**src/rtl/p_i_cache_control.sv**
```systemverilog
// Instruction cache control FSM for a 4-way set-associative cache.
// Sequences array reads, hit responses, pseudo-LRU updates and line fills on a miss.
// The array mux select type is kept in a small package so the datapath can share it.

package p_i_cache_control_pkg;

    typedef enum logic [1:0] {
        no_write        = 2'b00,
        cpu_write_cache = 2'b01,
        mem_write_cache = 2'b10
    } dataarraymux_sel_t;

endpackage

module p_i_cache_control
    import p_i_cache_control_pkg::*;
#(
    parameter int num_ways  = 4,
    parameter int lru_width = 3
) (
    input  logic                   clk,
    input  logic                   rst,

    input  logic                   mem_read,
    input  logic                   hit,
    input  logic                   way_0_hit,
    input  logic                   way_1_hit,
    input  logic                   way_2_hit,
    input  logic                   way_3_hit,
    input  logic                   v_array_0_dataout,
    input  logic                   v_array_1_dataout,
    input  logic                   v_array_2_dataout,
    input  logic                   v_array_3_dataout,
    input  logic [lru_width-1:0]   LRU_array_dataout,
    input  logic                   pmem_resp,

    output logic                   mem_resp,
    output logic                   addr_hold,
    output logic                   pmem_read,
    output logic                   read_array_flag,

    output logic                   v_array_0_load,
    output logic                   v_array_1_load,
    output logic                   v_array_2_load,
    output logic                   v_array_3_load,
    output logic                   v_array_0_datain,
    output logic                   v_array_1_datain,
    output logic                   v_array_2_datain,
    output logic                   v_array_3_datain,

    output logic                   tag_array_0_load,
    output logic                   tag_array_1_load,
    output logic                   tag_array_2_load,
    output logic                   tag_array_3_load,

    output logic                   LRU_array_load,
    output logic [lru_width-1:0]   LRU_array_datain,

    output dataarraymux_sel_t      write_en_0_MUX_sel,
    output dataarraymux_sel_t      write_en_1_MUX_sel,
    output dataarraymux_sel_t      write_en_2_MUX_sel,
    output dataarraymux_sel_t      write_en_3_MUX_sel,
    output dataarraymux_sel_t      data_array_0_datain_MUX_sel,
    output dataarraymux_sel_t      data_array_1_datain_MUX_sel,
    output dataarraymux_sel_t      data_array_2_datain_MUX_sel,
    output dataarraymux_sel_t      data_array_3_datain_MUX_sel
);

    typedef enum logic [1:0] {
        RUN    = 2'b00,
        FILL   = 2'b01,
        REREAD = 2'b10
    } state_t;

    state_t                 state_q, state_d;
    logic                   reqPending_q, reqPending_d;
    logic [1:0]             victim_q, victim_d;
    logic [lru_width-1:0]   savedLru_q, savedLru_d;

    logic [num_ways-1:0]    wayHitVec;
    logic [num_ways-1:0]    validVec;
    logic [1:0]             hitWay;
    logic [num_ways-1:0]    fillWays;

    assign wayHitVec = {way_3_hit, way_2_hit, way_1_hit, way_0_hit};
    assign validVec  = {v_array_3_dataout, v_array_2_dataout,
                        v_array_1_dataout, v_array_0_dataout};

    // Tree-PLRU update: mark the accessed way most recently used, leaving the
    // bit of the opposite subtree untouched.
    function automatic logic [lru_width-1:0] lruUpdate(
        input logic [lru_width-1:0] lru,
        input logic [1:0]           way
    );
        logic [lru_width-1:0] res;
        res = lru;
        case (way)
            2'd0: begin res[0] = 1'b1; res[1] = 1'b1; end
            2'd1: begin res[0] = 1'b1; res[1] = 1'b0; end
            2'd2: begin res[0] = 1'b0; res[2] = 1'b1; end
            default: begin res[0] = 1'b0; res[2] = 1'b0; end
        endcase
        return res;
    endfunction

    // Victim choice: any empty way (lowest index first), otherwise follow the
    // PLRU tree toward the least recently used leaf.
    function automatic logic [1:0] pickVictim(
        input logic [num_ways-1:0]  valid,
        input logic [lru_width-1:0] lru
    );
        logic [1:0] way;
        if (!valid[0])      way = 2'd0;
        else if (!valid[1]) way = 2'd1;
        else if (!valid[2]) way = 2'd2;
        else if (!valid[3]) way = 2'd3;
        else if (!lru[0])   way = lru[1] ? 2'd1 : 2'd0;
        else                way = lru[2] ? 2'd3 : 2'd2;
        return way;
    endfunction

    // Encode the hitting way; simultaneous hits are illegal, so the lowest
    // index simply wins for the LRU update.
    always_comb begin
        hitWay = 2'd0;
        if (wayHitVec[0])      hitWay = 2'd0;
        else if (wayHitVec[1]) hitWay = 2'd1;
        else if (wayHitVec[2]) hitWay = 2'd2;
        else if (wayHitVec[3]) hitWay = 2'd3;
    end

    // Output decode: everything idles at its default while reset is held so
    // no array write can slip through when reset lands on a fill response.
    always_comb begin
        mem_resp         = 1'b0;
        addr_hold        = 1'b0;
        pmem_read        = 1'b0;
        read_array_flag  = 1'b0;
        LRU_array_load   = 1'b0;
        LRU_array_datain = '0;
        fillWays         = '0;

        if (rst) begin
            case (state_q)
                RUN: begin
                    if (!reqPending_q) begin
                        read_array_flag = 1'b1;
                    end else if (hit) begin
                        mem_resp         = 1'b1;
                        read_array_flag  = 1'b1;
                        LRU_array_load   = 1'b1;
                        LRU_array_datain = lruUpdate(LRU_array_dataout, hitWay);
                    end else begin
                        addr_hold = 1'b1;
                    end
                end
                FILL: begin
                    pmem_read = 1'b1;
                    addr_hold = 1'b1;
                    if (pmem_resp) begin
                        fillWays         = num_ways'(1) << victim_q;
                        LRU_array_load   = 1'b1;
                        LRU_array_datain = lruUpdate(savedLru_q, victim_q);
                    end
                end
                REREAD: begin
                    read_array_flag = 1'b1;
                    addr_hold       = 1'b1;
                end
                default: begin
                    read_array_flag = 1'b0;
                end
            endcase
        end
    end

    // The filled way gets its tag, valid bit and data written from memory.
    assign tag_array_0_load = fillWays[0];
    assign tag_array_1_load = fillWays[1];
    assign tag_array_2_load = fillWays[2];
    assign tag_array_3_load = fillWays[3];

    assign v_array_0_load   = fillWays[0];
    assign v_array_1_load   = fillWays[1];
    assign v_array_2_load   = fillWays[2];
    assign v_array_3_load   = fillWays[3];

    assign v_array_0_datain = fillWays[0];
    assign v_array_1_datain = fillWays[1];
    assign v_array_2_datain = fillWays[2];
    assign v_array_3_datain = fillWays[3];

    assign write_en_0_MUX_sel = fillWays[0] ? mem_write_cache : no_write;
    assign write_en_1_MUX_sel = fillWays[1] ? mem_write_cache : no_write;
    assign write_en_2_MUX_sel = fillWays[2] ? mem_write_cache : no_write;
    assign write_en_3_MUX_sel = fillWays[3] ? mem_write_cache : no_write;

    assign data_array_0_datain_MUX_sel = fillWays[0] ? mem_write_cache : no_write;
    assign data_array_1_datain_MUX_sel = fillWays[1] ? mem_write_cache : no_write;
    assign data_array_2_datain_MUX_sel = fillWays[2] ? mem_write_cache : no_write;
    assign data_array_3_datain_MUX_sel = fillWays[3] ? mem_write_cache : no_write;

    // Next-state logic: a miss snapshots the victim and the LRU bits seen in
    // that cycle; the reread cycle re-arms the request so the next cycle hits.
    always_comb begin
        state_d      = state_q;
        reqPending_d = reqPending_q;
        victim_d     = victim_q;
        savedLru_d   = savedLru_q;

        if (read_array_flag) begin
            reqPending_d = mem_read;
        end

        case (state_q)
            RUN: begin
                if (reqPending_q && !hit) begin
                    state_d    = FILL;
                    victim_d   = pickVictim(validVec, LRU_array_dataout);
                    savedLru_d = LRU_array_dataout;
                end
            end
            FILL: begin
                if (pmem_resp) begin
                    state_d = REREAD;
                end
            end
            REREAD: begin
                state_d      = RUN;
                reqPending_d = 1'b1;
            end
            default: begin
                state_d = RUN;
            end
        endcase
    end

    // Controller state register with synchronous active-low reset.
    always_ff @(posedge clk) begin
        if (!rst) begin
            state_q      <= RUN;
            reqPending_q <= 1'b0;
            victim_q     <= 2'd0;
            savedLru_q   <= '0;
        end else begin
            state_q      <= state_d;
            reqPending_q <= reqPending_d;
            victim_q     <= victim_d;
            savedLru_q   <= savedLru_d;
        end
    end

endmodule

```
**config.mk**
```make
export PLATFORM = sky130hd
export DESIGN_NAME = p_i_cache_control
export DESIGN_NICKNAME = d
export VERILOG_FILES = /design/src/rtl/p_i_cache_control.sv
export SDC_FILE = /design/constraint.sdc
export NUM_CORES = 1
export LEC_CHECK = 0
export ABC_CLOCK_PERIOD_IN_PS = 3800
export CAP_MARGIN = 20
export CORE_MARGIN = 4
export CORE_UTILIZATION = 30
export CTS_BUF_LIST = sky130_fd_sc_hd__clkbuf_8
export CTS_CLUSTER_SIZE = 8
export DETAILED_ROUTE_END_ITERATION = 8
export PLACE_DENSITY = 0.7
export SYNTH_ARGS = -nofsm -noshare
export SYNTH_HDL_FRONTEND = slang
export SYNTH_SLANG_ARGS = --single-unit
```
**constraint.sdc**
```tcl
create_clock -name clk -period 3.8 [get_ports clk]
set_input_delay 0.57 -clock clk [delete_from_list [all_inputs] [get_ports clk]]
set_output_delay 0.57 -clock clk [all_outputs]
set_load 0.03 [all_outputs]
```
# Yosys cells after proc, flatten, opt, wreduce, memory -nomap -nowiden

Cells that the tools add are included.

Word-level logic and storage cells: 74
Input port bits: 16
Memory bits (writable): 0
Bits in read-only memories: 0
Memories: 0
Bits in latches: 0
Register bits after elaboration: 8

Shift-type cells: 1
Eq/ne operators: 8
Divide/modulo/power cells: 0
$mul: 0
Bitwise operators: 0
Reduce and logical (&&, ||, !) cells: 11
$lt $le $gt $ge: 0
Mux-type cells: 50
Add/subtract/negate cells: 0

Operator list:

| operator                                                           | count |
|---|---|
| 2-bit two-way mux                                                  | 15 |
| 1-bit two-way mux                                                  | 19 |
| 1-bit one-hot mux with 2 select lines                              | 7 |
| 3-bit two-way mux                                                  | 4 |
| 4-bit two-way mux                                                  | 3 |
| 2-bit by 1-bit == test with 1-bit output (second input constant)   | 3 |
| 2-bit == test (second input constant)                              | 3 |
| 2-bit zero test                                                    | 3 |
| 3-bit one-hot mux with 2 select lines                              | 1 |
| 2-bit OR reduction                                                 | 3 |
| 2-bit != test (second input constant)                              | 2 |
| 2-bit one-hot mux with 2 select lines                              | 1 |
| 2-bit AND reduction                                                | 2 |
| 1-bit by 2-bit << shifter with 4-bit output (first input constant) | 1 |
| 2-bit nonzero test                                                 | 1 |
| 1-bit logical AND                                                  | 1 |
| 1-bit zero test                                                    | 1 |

# Logic depth before layout (Yosys ltp)

Gate-level depths: netlist of the first run.

Depth after elaboration: 11
Mapped depth: 6

# Worst setup path before layout of the first run

No wires, ideal clock.

Kind: register -> output
Start: register state_q[1]
End: output port data_array_0_datain_MUX_sel[1]
Cell stages (with the launch flop): 6
Path slack: 1.302 ns
Buffers on the path: 1
Arrival: 1.928 ns
Path through: dfxtp_1 -> inv_1 -> ha_1 -> nand2b_1 -> nor3_1 -> buf_4

Word-level cells in the longest chain between the ends: 4

RTL lines:

| what                                     | line | text |
|---|---|---|
| from (decl)                              | 75   | `state_t state_q, state_d;` |
| from (signal assigned)                   | 246  | `state_q <= state_d;` |
| 2-bit by 1-bit == test with 1-bit output | 144  | `case (state_q)` |
| 4-bit two-way mux                        | 144  |  |
| 4-bit two-way mux                        | 143  | `if (rst) begin` |
| named net tag_array_0_load               | 51   | `output logic tag_array_0_load,` |
| 2-bit two-way mux                        | 198  | `assign data_array_0_datain_MUX_sel = fillWays[0] ? mem_write_cache : no_write;` |
| to (decl)                                | 63   | `output dataarraymux_sel_t data_array_0_datain_MUX_sel,` |

The timed path passes the listed nets, and every way through them passes these cells.

# Worst setup path after layout of the first run

Start: input port rst
End: output port LRU_array_datain[1]

Word-level cells in the longest chain between the ends: 1

RTL lines:

| what              | line | text |
|---|---|---|
| from (decl)       | 22   | `input logic rst,` |
| 3-bit two-way mux | 143  |  |
| to (decl)         | 57   | `output logic [lru_width-1:0] LRU_array_datain,` |

No other way between the ends.

==> results of run 1 <==
-- through the flow --
step	area [um^2]	setup slack [ps]	utilization	hold slack [ps]	total power, mW
2_1_floorplan	795	1300	-	482	0.177
3_3_place_gp	1080	559	0.439	508	0.215
3_5_place_dp	1080	488	0.439	513	0.218
4_1_cts	1120	488	0.458	524	0.331
5_1_grt	1120	373	0.458	567	0.347
6_report	1120	505	0.458	521	0.326
-- metal layers --
| layer | vias to the layer above | track usage |
|---|---|---|
| li1 | 376 | - |
| met1 | 340 | 0.127 |
| met2 | 28 | 0.212 |
| met3 | 4 | 0.0548 |
| met4 | 0 | 0.0583 |
| met5 | - | 0 |
-- final cells by class --
class	count	area [um^2]
clock buffers	3	41.3
flip-flops and latches	7	140
fillers	259	1330
multi-input cells	73	452
well taps	30	37.5
clock inverters	1	5.00
repair buffers	43	430
inverters	5	18.8
-- power groups by stage --
stage / registers [mW] / logic (mW) / clock network [mW]
after detailed placement: 0.0884 / 0.129 / 0
after CTS: 0.0869 / 0.130 / 0.114
after global placement: 0.0876 / 0.128 / 0
final: 0.0867 / 0.129 / 0.111
after global routing: 0.0876 / 0.140 / 0.119
after floorplan: 0.0864 / 0.0907 / 0
-- sequential cells by signal, summed over array words and instances, names as in the netlist --
name,cells
victim_q,2
savedLru_q,2
state_q,2
reqPending_q,1
-- cells in the final DEF, fill, tap and decap left out, types with 2 or more instances in the layout --
master and instances:
clkdlybuf4s50_1 43, nor2_1 9, conb_1 8, nand2_1 7
dfxtp_1 7, nand3_1 5, inv_1 4, a21oi_1 4
ha_1 4, nand2b_1 3, o21ai_0 3, mux2i_1 3
nor2b_1 3, clkbuf_8 3, o21ai_1 2, or3_1 2
nor3_1 2, o21a_1 2, a21boi_1 2
-- worst max path at each step --
stage / endpoint / slack [ps] / depth (start not counted)
after CTS: LRU_array_datain[1] / 490 / 5
final: LRU_array_datain[1] / 500 / 5
after global routing: LRU_array_datain[1] / 370 / 5
after floorplan: data_array_0_datain_MUX_sel[1] / 1300 / 5
after global placement: LRU_array_datain[1] / 560 / 5
after detailed placement: LRU_array_datain[1] / 490 / 5
-- logic make-up (layout without fill, tap and decap cells) --
group                      Yosys count  after routing  share of synthesized area
and+or+nand+nor                     35             35                      0.230
buffers and inverters               30             52                      0.264
AOI/OAI and AO/OA                   22             22                      0.200
DFF                                  7              7                      0.182
adders and majority gates            4              4                     0.0651
muxes                                4              4                     0.0537
other                                1              8                    0.00488
-- worst register-to-register path, cell delays in order, from the launching register on --
cell,delay (ps)
dfxtp_1,330
inv_1,90
ha_1,240
a21boi_4,240
mux2_1,330
o21a_1,170
==> impl_results.md, run 1 <==
- Routed len/inst: 12.6 um
- Vias per std cell: 4.62
- Met2 WL post-DR: 1020 um
- Non-filler instance count after layout: around 160
- CTS Sinks: 7
- Worst VDD drop: 0.000219 V
- Clock Latency Late Sink: 240 ps
- Bufs and invs on worst path: 2
- Clock buffer depth: 2
- Antenna Cells: 0
- CP Launch Type: input port
- Seq pwr share: 0.266
- Area Overhead vs Synth: 46.4%
- Reg2reg path depth: 5
- Share of post-route cells with drive strength above 1: 0.0606
- DRT iter0 DRCs: 14
- Comb pwr share: 0.396
- Clock transition at path regs: 50 ps
- # IOs: 52
- PortBufs: 43
- Hold endpoint: savedLru_q[1]$_SDFFE_PN0P_
- Int Pwr: ~210 uW
- Top Metal Used: met4
- Syn Inst Count: 103
- CTS buffer count: 3
- Fmax: 303 MHz
- Initial antenna violation count: 0
- CP arrival: 2730 ps
- Syn avg cell area: about 7.5 um^2
- Yosys top cell by area: buf_4
- WL met3: between 200 and 250 um
- Slowest library cell on the worst path: clkdlybuf4s50_1
- 1st-pass router iterations: 4
- Pin count of the biggest net entering global routing: 16
- Psw: 119 uW
- Hold Startpoint: savedLru_q[1]$_SDFFE_PN0P_
- CP Max Fanout: 15
- Number of global-route vias before repair: a little over 700
- Most frequent cell after synthesis: buf_4
- CTS tree: yes
- Internal reg-to-reg setup slack: 2280 ps
- Post-synthesis sequential element count: 7
- Crit path from: rst
- Die width: 58.6 um
- CORE AREA: 2450 um^2
- Post-synthesis cell area: 768 um^2
- Hold crit path type: register to register
- Synth top area share: 0.235
- CTS root buffer: clkbuf_8
- Placed cell count: 158
- Commonest cells in the netlist: 24 x buf_4, 9 x nor2_1, 7 x dfxtp_1, 7 x nand2_1, 5 x nand3_1
- Synth warn: 0
- Clock Skew: 8.18 ps
- Post-synthesis sequential area ratio: 0.182
- Top FF cell, synth: dfxtp_1
- Final Hold Fails: 0
- Crit-path leading delay family: buffers and inverters
- RSZ-0062 raised after global routing: no
- Hold-fix buffers, CTS: 0
- Layout Nets: 153
- All-Layer GR Usage: 0.123
- Die area: 3430 um^2
- Setup TNS: 0 ps
- Crit-path cells: clkdlybuf4s50_1 > o21ai_1 > or3_1 > o31ai_1 > clkdlybuf4s50_1
- Detail Route Antenna Nets: 0
- Largest stage delay, worst path: 720 ps
- P per Cell Area: 290 nW/um^2
- Area contributors post-synth: buf_4 23%, dfxtp_1 18%, ha_1 6.5%
- Most used cell, CP: clkdlybuf4s50_1
- Hpwl dp: 1700 um
- First-pass GRT wire length: 3170 um
- DRC viols: 0
- Hold depth: 2
- Gr ovfl total: 0
- Row count: 18
- Setup Buffers After CTS: 0
- Sw Share: 0.363
- Post-CTS Resized: 0
- Lkg Pwr: 0.417 nW
- Routability congestion estimate from global placement: 0.849
- Number of synthesized flops with an enable pin: 0
- Clock power share: 0.339
- Asr flop ratio synth: 0
- WP data required: 3230 ps
- DRT met1 WL: about 770 um
- Kind of critical path: input port to output pin
- Initial core utilization: 0.313
- Period utilization: 0.867
- Number of distinct library cells after synthesis: 34
- Setup violations, final: 0
- Pins Over Slew Limit: 0
- Max Cap Viol: 0
- H-Tree Depth: 1
- R2R Path End: reqPending_q$_SDFFE_PN0P_
- Reg2reg start: state_q[0]$_SDFFE_PN0P_
- Status: finished, final reports clean
- DRT Wirelength: a little over 2000 um
- Period minus WS final: 3300 ps
- Via count: 748
- Crit end category: output pin
- Die height: 58.6 um
Power figures use the tool's default switching activity.
==> run 2, diff against run 1 <==
Settings changed: CTS_BUF_LIST sky130_fd_sc_hd__clkbuf_8 to sky130_fd_sc_hd__clkbuf_4.
==> run 2 against run 1 <==
Against the previous run:
- via count down 1.3%
- critical path depth unchanged
- largest power group unchanged
- hold slack better by 3.2 ps
- non-clock buffer count is the same
- routed wire length down 0.73%
- die area unchanged
- core utilization shrank 0.76 points
- critical endpoint unchanged
- maximum frequency barely moved
- flip-flop and latch count is the same
- final cell count did not move
- clock power fell by 35%
- highest routed layer is now met3
==> impl_results.md, run 2 (synthesis results as in run 1) <==
- Hold crit path type: register to register
- Top flop regs: savedLru_q: 2 flops, state_q: 2 flops, victim_q: 2 flops
- Share of post-route cells with drive strength above 1: 0.0606 (unchanged)
- Pins Over Slew Limit: 0 (unchanged)
- CP arrival: 2730 ps (about the same)
- Commonest non-fill, non-tap cell in the layout: clkdlybuf4s50_1
- Bufs and invs on worst path: 2 (unchanged)
- 1st-pass router iterations: 4 (unchanged)
- DRT iter0 DRCs: 14 (unchanged)
- Pin count of the biggest net entering global routing: 16 (unchanged)
- Hold depth: 2 (unchanged)
- Die area: 3430 um^2 (unchanged)
- Routed len/inst: 12.5 um (-0.73%)
- R2R Path End: reqPending_q$_SDFFE_PN0P_
- CP Launch Type: input port
- Post-place instance area: 1080 um^2 (unchanged)
- Hpwl dp: 1700 um (unchanged)
- Detail Route Antenna Nets: 0 (unchanged)
- Fmax: 303 MHz (about the same)
- Fin area: 1110 um^2 (-1.7%)
- Crit path from: rst
- Hold Startpoint: savedLru_q[1]$_SDFFE_PN0P_
- Period minus WS final: 3300 ps (+1.71 ps)
- Slowest library cell on the worst path: clkdlybuf4s50_1
- P per Cell Area: 261 nW/um^2 (-10%)
- Antenna Cells: 0 (unchanged)
- Crit-path leading delay family: buffers and inverters
- Gr ovfl total: 0 (unchanged)
- Hold-fix buffers, CTS: 0 (unchanged)
- DRC viols: 0 (unchanged)
- Clock transition at path regs: 70 ps (+20 ps)
- Routability congestion estimate from global placement: 0.849 (unchanged)
- Max Cap Viol: 0 (unchanged)
- Initial core utilization: 0.313 (unchanged)
- Worst VDD drop: 0.000133 V (-39%)
- Area Overhead vs Synth: 44.0%
- Crit end category: output pin
- Clock Skew: 13.2 ps (+5.02 ps)
- Die height: 58.6 um (unchanged)
- Final Hold Fails: 0 (unchanged)
- Hold endpoint: savedLru_q[1]$_SDFFE_PN0P_
- Reg2reg start: state_q[0]$_SDFFE_PN0P_
- Most frequent cells in the layout: 43 x clkdlybuf4s50_1, 9 x nor2_1, 8 x conb_1
- Reg2reg path depth: 5 (unchanged)
- CTS buffer count: 3 (unchanged)
- Crit-path cells: clkdlybuf4s50_1 > o21ai_1 > or3_1 > o31ai_1 > clkdlybuf4s50_1
- Critical path depth: 5 (unchanged)
- All-Layer GR Usage: 0.122 (-0.000905)
- Lkg Pwr: 0.410 nW (-1.9%)
- Largest stage delay, worst path: 730 ps (about the same)
- Post-CTS Resized: 0 (unchanged)
- CTS root buffer: clkbuf_4
- Vias per std cell: 4.56 (-1.3%)
- Setup Buffers After CTS: 0 (unchanged)
- Die width: 58.6 um (unchanged)
- Kind of critical path: input port to output pin
- Via count: 738 (-1.3%)
- Fillers: 261 (+0.77%)
- Number of global-route vias before repair: 695 (-1.6%)
- Clock Latency Late Sink: 260 ps (+20 ps)
- CTS tree: yes
- DRT Wirelength: 2030 um (-0.73%)
- Internal reg-to-reg setup slack: 2270 ps (about the same)
- Period utilization: 0.868 (about the same)
- First-pass GRT wire length: 3150 um (-0.44%)
- Setup TNS: 0 ps (unchanged)
- RSZ-0062 raised after global routing: no
- Status: finished, final reports clean
- Most used cell, CP: clkdlybuf4s50_1
- Final core occ: 0.451 (-0.00765)
- WP data required: 3230 ps (about the same)
- CORE AREA: 2450 um^2 (unchanged)
- H-Tree Depth: 1 (unchanged)
- # IOs: 52 (unchanged)
- Setup violations, final: 0 (unchanged)
- Initial antenna violation count: 0 (unchanged)
- Clock buffer depth: 2 (unchanged)
- Row count: 18 (unchanged)
- PortBufs: 43 (unchanged)
- CTS Sinks: 7 (unchanged)
- Fin Hold WS: 524 ps (+3.22 ps)
- CP Max Fanout: 15 (unchanged)
- Layout Nets: 153 (unchanged)
## run 2: cell counts in the layout (fill, tap and decap cells not counted)
Identical to the previous run, type by type.
## run 2: cell type report
cell class	instances	area, um^2	area share
multi-input cells	73	452	0.408
repair buffers	43	430	0.389
well taps	30	37.5	0.0339
clock inverters	1	5.00	0.00452
inverters	5	18.8	0.0170
flip-flops and latches	7	140	0.127
clock buffers	3	22.5	0.0204
## run 2: worst min-delay path, stage by stage (launching register included)
cell     delay (ps)
dfxtp_1         330
mux2i_1          70
nor2b_1          90
## run 2: power breakdown
group	internal, mW	total [mW]	switching [mW]
clock	0.0387	0.0727	0.0340
sequential	0.0796	0.0864	0.00683
combinational	0.0564	0.129	0.0728
total	0.175	0.288	0.114
## run 2: metrics by stage
step	instances	worst slack, ps	power [mW]
after floorplan	110	1300	0.177
after global routing	162	373	0.309
after global placement	158	559	0.215
after CTS	162	469	0.293
final	162	503	0.288
after detailed placement	158	488	0.218
## run 2: worst max-delay path by stage
stage	slack [ps]	endpoint
CTS	470	LRU_array_datain[1]
floorplan	1300	data_array_0_datain_MUX_sel[1]
global route	370	LRU_array_datain[1]
detailed placement	490	LRU_array_datain[1]
global placement	560	LRU_array_datain[1]
finish	500	LRU_array_datain[1]
## run 2: per-layer routing
metal | GRT usage | vias up | share of wire
met4 | 0.0485 | 0 | 0
li1 | - | 374 | -
met2 | 0.211 | 26 | 0.51
met1 | 0.126 | 338 | 0.39
met3 | 0.0614 | 0 | 0.10
met5 | 0 | - | 0
==> run 3, diff against run 2 <==
Settings changed: CORE_UTILIZATION 30 to 39, PLACE_DENSITY 0.7 to 0.87, SLEW_MARGIN set to 20.
==> run 3 against run 2 <==
Against the previous run:
- maximum frequency up 5.2%
- hold slack worse by 5.5 ps
- largest cell class unchanged
- global-route usage up 2.7 points
- die area down 20%
- combinational power is essentially flat
- critical path depth stayed put
- first-iteration DRC count shrank 57%
- via count grew 0.95%
- clock skew decreased by 8.8 ps
==> impl_results.md, run 3 (synthesis results as in run 1) <==
- Area Overhead vs Synth: 44.5%
- CTS tree: yes
- Layout Nets: 154 (+0.65%)
- Comb pwr share: 0.445 (-0.003)
- Initial antenna violation count: 0 (unchanged)
- CTS root buffer: clkbuf_4
- DRT Wirelength: 1910 um (-6.0%)
- Commonest non-fill, non-tap cell in the layout: clkdlybuf4s50_1
- Post-CTS Resized: 0 (unchanged)
- Hold-fix buffers, CTS: 0 (unchanged)
- Internal reg-to-reg setup slack: 2270 ps (about the same)
- Crit end category: output pin
- Area of the multi-input gates: 452 um^2 (unchanged)
- Vias per std cell: 4.72 (+3.5%)
- CTS buffer count: 3 (unchanged)
- Routability congestion estimate from global placement: 0.777 (-8.6%)
- Hold crit path type: register to register
- 1st-pass router iterations: 4 (unchanged)
- Pre-CTS setup slack: 648 ps (+159 ps)
- WP data required: 3230 ps (about the same)
- RSZ-0062 raised after global routing: no
- Detail Route Antenna Nets: 0 (unchanged)
- Fmax: 319 MHz (+5.2%)
- Int Pwr: 184 uW (+5.4%)
- Period minus WS final: 3130 ps (-162 ps)
- Worst VDD drop: 0.000146 V (+10%)
- Post-place instance area: 1080 um^2 (+0.12%)
- Via count: 745 (+0.95%)
- Number of global-route vias before repair: 692 (-0.43%)
- DRC viols: 0 (unchanged)
- Final setup margin: 665 ps (+162 ps)
- Max Cap Viol: 0 (unchanged)
- Final Hold Fails: 0 (unchanged)
- All-Layer GR Usage: 0.149 (+0.0273)
- Clock transition at path regs: 50 ps (-20 ps)
- Setup Buffers After CTS: 0 (unchanged)
- Sw Share: 0.370 (-0.0239)
- PortBufs: 43 (unchanged)
- P per Cell Area: 263 nW/um^2 (+1.1%)
- Setup violations, final: 0 (unchanged)
- Kind of critical path: input port to output pin
- Final core occ: 0.616 (+0.165)
- Fillers: 162 (-38%)
- Hpwl dp: 1600 um (-5.9%)
- Pin count of the biggest net entering global routing: 9 (-7)
- H-Tree Depth: 1 (unchanged)
- Die height: 52.4 um (-11%)
- First-pass GRT wire length: 2980 um (-5.5%)
- Fin area: 1110 um^2 (+0.34%)
- # IOs: 52 (unchanged)
- CP arrival: 2560 ps (-170 ps)
- Clock buffer depth: 2 (unchanged)
- Status: finished, final reports clean
- Die area: 2740 um^2 (-20%)
- CTS Sinks: 7 (unchanged)
- Register area: 140 um^2 (unchanged)
- Setup TNS: 0 ps (unchanged)
- Fin Hold WS: 519 ps (-5.45 ps)
- Reg2reg path depth: 5 (unchanged)
- Row count: 15 (-3)
- Clock Latency Late Sink: 250 ps (about the same)
- DRT iter0 DRCs: 6 (-8)
- Pins Over Slew Limit: 0 (unchanged)
- CP Max Fanout: 8 (-7)
- Antenna Cells: 0 (unchanged)
- Clock power share: 0.260 (+0.008)
- Share of post-route cells with drive strength above 1: 0.0677 (+0.00706)
- Hold depth: 2 (unchanged)
- Gr ovfl total: 0 (unchanged)
- Most frequent cells in the layout: 43 x clkdlybuf4s50_1, 9 x nor2_1, 8 x conb_1
- Die width: 52.4 um (-11%)
- Psw: 108 uW (-4.7%)
- Routed len/inst: 12.1 um (-3.6%)
- Lkg Pwr: 0.415 nW (+1.3%)
- CORE AREA: 1800 um^2 (-27%)
- Period utilization: 0.825 (-0.0427)
- Seq pwr share: 0.295 (-0.005)
- Initial core utilization: 0.426 (+0.113)
- Top flop regs: savedLru_q: 2 flops, state_q: 2 flops, victim_q: 2 flops
- CP Launch Type: input port
- Clock Skew: 4.39 ps (-8.81 ps)
-- run 3: changes by cell type in the layout (fill, tap and decap cells not counted) --
| cell | delta |
|---|---|
| buf_4 | +1 |
| clkinv_2 | -1 |
| clkbuf_4 | +1 |
-- run 3: power by group through the flow --
stage / Sequential (mW) / Clock (mW) / Combinational [mW]
after floorplan: 0.0864 / 0 / 0.0907
after global placement: 0.0874 / 0 / 0.127
after detailed placement: 0.0878 / 0 / 0.130
after CTS: 0.0862 / 0.0788 / 0.131
after global routing: 0.0868 / 0.0863 / 0.142
final: 0.0863 / 0.0761 / 0.130
-- run 3: stage by stage --
stage | std cells | total power [mW]
floorplan | 110 | 0.177
CTS | 158 | 0.296
detailed placement | 154 | 0.218
finish | 158 | 0.292
global route | 158 | 0.315
global placement | 154 | 0.215
-- run 3: worst paths after layout --
path / to / start
max reg2reg: reqPending_q$_SDFFE_PN0P_ / state_q[1]$_SDFFE_PN0P_
min reg2reg: savedLru_q[1]$_SDFFE_PN0P_ / savedLru_q[1]$_SDFFE_PN0P_
min: savedLru_q[1]$_SDFFE_PN0P_ / savedLru_q[1]$_SDFFE_PN0P_
max: v_array_2_datain / rst
-- run 3: cell type report --
class | instances | area share
repair buffers | 44 | 0.395
multi-input cells | 73 | 0.407
clock buffers | 4 | 0.0271
flip-flops and latches | 7 | 0.126
well taps | 25 | 0.0282
inverters | 5 | 0.0169
-- run 3: critical path, cell delays in order --
cell,delay [ps]
clkdlybuf4s50_1,570
buf_4,190
nand2_1,70
nor3_1,400
clkdlybuf4s50_1,770
-- run 3: per-layer routing --
metal | GRT usage | part of all wire | vias up
met1 | 0.141 | 0.38 | 323
met4 | 0.0766 | 0.0079 | 0
met5 | 0 | 0 | -
li1 | - | - | 379
met2 | 0.271 | 0.50 | 41
met3 | 0.0627 | 0.11 | 2
